===== src/rtl/fact_pkg.sv =====
// Shared types and constants for the factorial accelerator host controller.
// Imported by the controller top and its counter sub-module.
package fact_pkg;

  localparam int FACT_W        = 32;
  localparam int N_W           = 4;
  localparam int MAX_N_DEFAULT = 12;

  typedef enum logic [2:0] {
    S_IDLE   = 3'd0,
    S_LAUNCH = 3'd1,
    S_WAIT   = 3'd2,
    S_RESP   = 3'd3
  } state_e;

  // True when n! still fits the result word for the given limit.
  function automatic logic n_in_range(input logic [N_W-1:0] n, input int max_n);
    return (int'({28'd0, n}) <= max_n);
  endfunction

endpackage


===== src/rtl/fact_timeout_cnt.sv =====
// Clear/enable up-counter with a terminal-count flag.
// Serves as the done-timeout counter and as the wrapping job counter.
module fact_timeout_cnt #(
  parameter int W    = 16,
  parameter int TERM = 0
) (
  input  logic         clk_i,
  input  logic         rst_i,
  input  logic         clr_i,
  input  logic         en_i,
  output logic [W-1:0] cnt_o,
  output logic         tc_o
);

  localparam logic [W-1:0] TERM_V = W'(TERM);
  localparam logic [W-1:0] ONE_V  = W'(1);

  logic [W-1:0] cnt_q;
  logic [W-1:0] cnt_d;

  // Clear has priority over counting; the count wraps naturally.
  always_comb begin
    cnt_d = cnt_q;
    if (clr_i) begin
      cnt_d = '0;
    end else if (en_i) begin
      cnt_d = cnt_q + ONE_V;
    end else begin
      cnt_d = cnt_q;
    end
  end

  always_ff @(posedge clk_i) begin
    if (!rst_i) begin
      cnt_q <= '0;
    end else begin
      cnt_q <= cnt_d;
    end
  end

  assign cnt_o = cnt_q;
  assign tc_o  = (cnt_q == TERM_V);

endmodule


===== src/rtl/fact_host_ctrl.sv =====
// Host-side initiator for the factorial accelerator go/A/Result/done handshake.
// Takes a job on a valid/ready request port and returns n! (or an error) on a response port.
module fact_host_ctrl
  import fact_pkg::*;
#(
  parameter int MAX_N       = MAX_N_DEFAULT,
  parameter int TIMEOUT_CYC = 255,
  parameter int CNT_W       = 16
) (
  input  logic              clk,
  input  logic              rst,
  input  logic              req_valid,
  input  logic [N_W-1:0]    req_n,
  output logic              req_ready,
  output logic              res_valid,
  output logic [FACT_W-1:0] res_data,
  output logic              res_err,
  input  logic              res_ready,
  output logic              go,
  output logic [N_W-1:0]    A,
  input  logic [FACT_W-1:0] Result,
  input  logic              done,
  output logic [2:0]        cs,
  output logic [CNT_W-1:0]  jobs_done
);

  state_e            state_q;
  logic              go_q;
  logic [N_W-1:0]    a_q;
  logic              res_valid_q;
  logic [FACT_W-1:0] res_data_q;
  logic              res_err_q;

  logic              req_ready_s;
  logic              tmo_tc_s;
  logic              jobs_en_s;
  logic [CNT_W-1:0]  tmo_cnt_unused_s;
  logic              jobs_tc_unused_s;

  // A lingering done from the previous job blocks a new launch.
  assign req_ready_s = (state_q == S_IDLE) && !done;
  assign jobs_en_s   = (state_q == S_RESP) && res_valid_q && res_ready && !res_err_q;

  fact_timeout_cnt #(
    .W    (CNT_W),
    .TERM (TIMEOUT_CYC - 1)
  ) u_tmo_cnt (
    .clk_i (clk),
    .rst_i (rst),
    .clr_i (state_q == S_LAUNCH),
    .en_i  (state_q == S_WAIT),
    .cnt_o (tmo_cnt_unused_s),
    .tc_o  (tmo_tc_s)
  );

  fact_timeout_cnt #(
    .W    (CNT_W),
    .TERM (0)
  ) u_jobs_cnt (
    .clk_i (clk),
    .rst_i (rst),
    .clr_i (1'b0),
    .en_i  (jobs_en_s),
    .cnt_o (jobs_done),
    .tc_o  (jobs_tc_unused_s)
  );

  // Job sequencing FSM; every handshake output is registered here.
  always_ff @(posedge clk) begin
    if (!rst) begin
      state_q     <= S_IDLE;
      go_q        <= 1'b0;
      a_q         <= '0;
      res_valid_q <= 1'b0;
      res_data_q  <= '0;
      res_err_q   <= 1'b0;
    end else begin
      case (state_q)
        S_IDLE: begin
          if (req_valid && req_ready_s) begin
            if (n_in_range(req_n, MAX_N)) begin
              a_q     <= req_n;
              state_q <= S_LAUNCH;
            end else begin
              res_data_q  <= '0;
              res_err_q   <= 1'b1;
              res_valid_q <= 1'b1;
              state_q     <= S_RESP;
            end
          end else begin
            state_q <= S_IDLE;
          end
        end
        S_LAUNCH: begin
          go_q    <= 1'b1;
          state_q <= S_WAIT;
        end
        S_WAIT: begin
          // done beats a simultaneous timeout so a late-but-valid result is kept.
          if (done) begin
            go_q        <= 1'b0;
            res_data_q  <= Result;
            res_err_q   <= 1'b0;
            res_valid_q <= 1'b1;
            state_q     <= S_RESP;
          end else if (tmo_tc_s) begin
            go_q        <= 1'b0;
            res_data_q  <= '0;
            res_err_q   <= 1'b1;
            res_valid_q <= 1'b1;
            state_q     <= S_RESP;
          end else begin
            state_q <= S_WAIT;
          end
        end
        S_RESP: begin
          if (res_valid_q && res_ready) begin
            res_valid_q <= 1'b0;
            state_q     <= S_IDLE;
          end else begin
            state_q <= S_RESP;
          end
        end
        default: begin
          go_q        <= 1'b0;
          res_valid_q <= 1'b0;
          state_q     <= S_IDLE;
        end
      endcase
    end
  end

  assign req_ready = req_ready_s;
  assign res_valid = res_valid_q;
  assign res_data  = res_data_q;
  assign res_err   = res_err_q;
  assign go        = go_q;
  assign A         = a_q;
  assign cs        = state_q;

endmodule


===== config.mk =====
export PLATFORM = sky130hd
export DESIGN_NAME = fact_host_ctrl
export DESIGN_NICKNAME = d
export VERILOG_FILES = /design/src/rtl/fact_pkg.sv /design/src/rtl/fact_timeout_cnt.sv /design/src/rtl/fact_host_ctrl.sv
export SDC_FILE = /design/constraint.sdc
export NUM_CORES = 1
export LEC_CHECK = 0
export BUFFER_PORTS_ARGS = -buffer_cell sky130_fd_sc_hd__buf_4
export CORE_UTILIZATION = 51
export CTS_CLUSTER_DIAMETER = 60
export CTS_CLUSTER_SIZE = 14
export DETAILED_ROUTE_END_ITERATION = 12
export GPL_TIMING_DRIVEN = 0
export PLACE_DENSITY = 0.79
export SLEW_MARGIN = 10
export SYNTH_ARGS = -nofsm -noshare
export SYNTH_HDL_FRONTEND = slang
export SYNTH_SLANG_ARGS = --single-unit

===== constraint.sdc =====
create_clock -name clk -period 2 [get_ports clk]
set_input_delay 0 -clock clk [delete_from_list [all_inputs] [get_ports clk]]
set_output_delay 0 -clock clk [all_outputs]
set_load 0.05 [all_outputs]

==> results <==
- The number of antenna violations at the first check in global routing is 0.
- The number of non-filler instances in the completed layout is 589.
- The first TritonRoute pass finished after 4 iterations.
- The via count of the first global-routing pass is 3092.
- In the final design database the tool counted 557 nets.
- The top-area cell type share of the netlist area is 0.446.
- The smallest clock period supported by the final layout is computed as 1.89 ns.
- The number of core rows is 28.
- STA puts the critical path data arrival time at 2.16 ns.
- In this run the post-CTS setup repair buffer count came out at 0.
- The final hold violation count was 0.
- The post-synthesis sequential element count is 73.
- Routability-driven placement finished with a final weighted congestion of 0.795.
- The clock tree from TritonCTS is built.
- The main flop type after synthesis is sky130_fd_sc_hd__dfxtp_1.
- The standby leakage power is 2.12 nW.
- The endpoint type of the worst setup path is a flop.
- CTS saw 73 sinks.
- The pin count of the biggest net entering global routing is 13.
- Dividing the detail-routed via count by the number of cells gives 5.24.
- Clock-pin slew was measured on the worst setup and hold paths at 0.07 ns.
- The boundary pin count is 100.
- Yosys printed 0 warnings.
- In this run, CTS created clock tree buffers numbering 9.
- The total routed wirelength is 8.40 mm.
- The cell sitting at the root of the clock tree is a sky130_fd_sc_hd__clkbuf_8.
- Across the VDD grid, the largest voltage drop is 0.000571 V.
- Max-cap violations in this run came to 0.
- In this run the power density over the cells is 762 nW/um^2.
- At the pin with the least slew margin, the transition time is 0.510 ns.
- The run finished with clean final reports.
- The first global-routing pass estimated 13.6 mm of wire.
- The per-instance average area after synthesis is 9.00 sq um.
- The fraction of registers with async set/reset is 0.
- Input and output buffers added on the ports amount to 97.
- The worst setup path is of the reg2reg kind.
- The count of flip-flops with a built-in enable after synthesis is 0.
- The relative area change from synthesis to final layout is 45.9%.
- The floorplan step set the die width to 82.1 um.
- Setup violations remaining at the end of the flow were counted as 0.
- The total global routing track utilization is 0.266.
- The kind of launch point of the worst setup path is a flop.
- The path type of the worst min-delay path is in2reg.
- The H-tree was split into 3 levels.
- At the worst endpoint, the required time is 2.27 ns.
- The worst pin sits at a relative slew slack of 0.660.
- The max-slew violation total from the final report was 0.
- The final cycle utilization of the critical path is 0.944.
- The average wire per standard cell is 14.3 um.
- In this run the cell area of the synthesized design comes to 3270 sq um.
- The top achievable clock speed is 530 MHz.
- The later pin in the worst-skew pair is clocked with a latency of 0.35 ns.
- Detailed routing inserted a total of 3084 vias.
- The remaining global-route overflow is 0.
- Counting distinct cell types in the post-synthesis netlist gives 49.
- The maximum fanout along the worst path is 10.
- Of the cells placed in the final design, the portion with a size suffix greater than 1 is 0.276.
- The number of buffers on the longest clock path is 2.
- In this run the vertical extent of the chip is 82.1 um.
- The cell type with the highest aggregate area in the netlist is sky130_fd_sc_hd__dfxtp_1.
- After the first detailed-routing iteration, the DRC count stood at 158.
- The die footprint is 6740 sq um.
- The final antenna diode count is 0.
- Fill cells in the final layout number 391.
- Between clock sinks in the finished design, the worst skew comes to 0.0108 ns.
- The core area is 6060 sq um.
- The post-synthesis net count is 412.
- For this configuration, the core starts out at a cell density of 0.540.
- The detail route stage leaves a number of antenna-violating nets equal to 0.
- The half-perimeter wire length after detailed placement is 5.30 mm.
- The share of the Yosys chip area taken by registers is 0.446.
- For this run, design rule violations remaining after detail routing come to 0.
- In the post-synthesis netlist, the biggest area contributors are sky130_fd_sc_hd__dfxtp_1 (45%), sky130_fd_sc_hd__mux2i_1 (11%), sky130_fd_sc_hd__nand2_1 (9.5%).
- The design draws 3.64 mW.
- In the synthesized netlist, the number of instances is 364.
- The number of cells after detailed placement is 536.
power by group:
part / internal (mW) / switching [mW]
sequential: 1.49 / 0.0332
combinational: 0.339 / 0.371
clock: 0.862 / 0.544
layer usage:
metal  GRT usage  vias to the layer above  wire length (um)
li1            -                     1544                 -
met1       0.300                     1431              3500
met2       0.474                       95              4240
met3      0.0626                       14               524
met4       0.116                        0               144
met5           0                        -                 0
through the flow:
stage / setup TNS [ns] / setup slack, ns / utilization / hold WS (ns) / cell area, sq um
CTS: 0 / 0.00773 / 0.783 / 0.0719 / 4750
finish: 0 / 0.113 / 0.788 / 0.0811 / 4780
global route: -0.00163 / -0.00163 / 0.788 / 0.139 / 4780
global placement: 0 / 0.0490 / 0.680 / 0.250 / 4120
detailed placement: 0 / 0.00465 / 0.680 / 0.258 / 4120
floorplan: 0 / 0.00179 / - / 0.0615 / 3300
cell usage in the layout, fill, tap and decap left out, types with 6 or more instances in the layout:
cell                            synthesis  final
sky130_fd_sc_hd__clkbuf_8               0     10
sky130_fd_sc_hd__buf_4                  1     98
sky130_fd_sc_hd__a21oi_1               14     14
sky130_fd_sc_hd__xnor2_1                8      8
sky130_fd_sc_hd__mux2i_1               35     35
sky130_fd_sc_hd__dlygate4sd3_1          0     39
sky130_fd_sc_hd__o21ai_0                6      6
sky130_fd_sc_hd__xor2_1                10     10
sky130_fd_sc_hd__clkbuf_1              13      9
sky130_fd_sc_hd__nand3_1               12     11
sky130_fd_sc_hd__dfxtp_1               73     70
sky130_fd_sc_hd__nor2_1                28     28
sky130_fd_sc_hd__nand2_1               83     83
worst max-delay path: stages (launching register included):
cell,delay (ns)
sky130_fd_sc_hd__dfxtp_1,0.40
sky130_fd_sc_hd__ha_1,0.16
sky130_fd_sc_hd__nor3b_2,0.18
sky130_fd_sc_hd__a41oi_2,0.17
sky130_fd_sc_hd__a221o_1,0.42
sky130_fd_sc_hd__buf_6,0.16
sky130_fd_sc_hd__buf_8,0.15
sky130_fd_sc_hd__mux2i_1,0.17
area by class of cell:
type                       count  area (sq um)  share of cell area
inverter                       7          26.3             0.00550
sequential                    73          1470               0.308
timing repair buffer         136          1120               0.234
multi-input combinational    263          1690               0.353
clock inverter                 5           101              0.0212
clock buffer                  11           141              0.0296
tap                           75          93.8              0.0196
buffer                        19           138              0.0288
cell families after synthesis:
logic type | share of synthesized area
and+or+nand+nor | 0.237
DFF | 0.446
AOI/OAI and AO/OA | 0.0829
muxes | 0.107
buffers and inverters | 0.0512
xor gates and xnor gates | 0.0481
adders and majority gates | 0.0267
other | 0.00115
what timing repair did:
item	in CTS	in global routing
pin swaps	0	1
gates resized for setup	0	13
hold buffers	39	0
hold endpoints to repair	38	0
setup endpoints to repair	1	42
gates cloned	0	0
sequential cells by signal (all words and copies together), names as in the netlist:
register,cells
u_tmo_cnt.cnt_o,16
u_jobs_cnt.cnt_o,16
res_err,1
cs,2
res_valid,1
res_data,32
go,1
A,4
worst paths after layout:
check | to | start | cells after the start | slack, ns
worst max-delay path | res_data[26] | u_tmo_cnt.cnt_o[1] | 7 | 0.11
worst min-delay path | res_err | done | 4 | 0.08
worst max register to register | res_data[26] | u_tmo_cnt.cnt_o[1] | 7 | 0.11
worst min register to register | res_data[6] | res_data[6] | 2 | 0.46
synth_stat cells (all sizes together) (3+ instances only):
master	n
and4	4
nand2	83
xnor2	8
o31ai	5
o21ai	6
nand4	5
clkbuf	13
nand3	12
dfxtp	73
o221a	3
inv	6
or3	5
or4	4
xor2	10
nor3	3
a21oi	14
and3	3
ha	7
buf	8
nor2	28
mux2i	35
(Power assumes the default switching activity.)
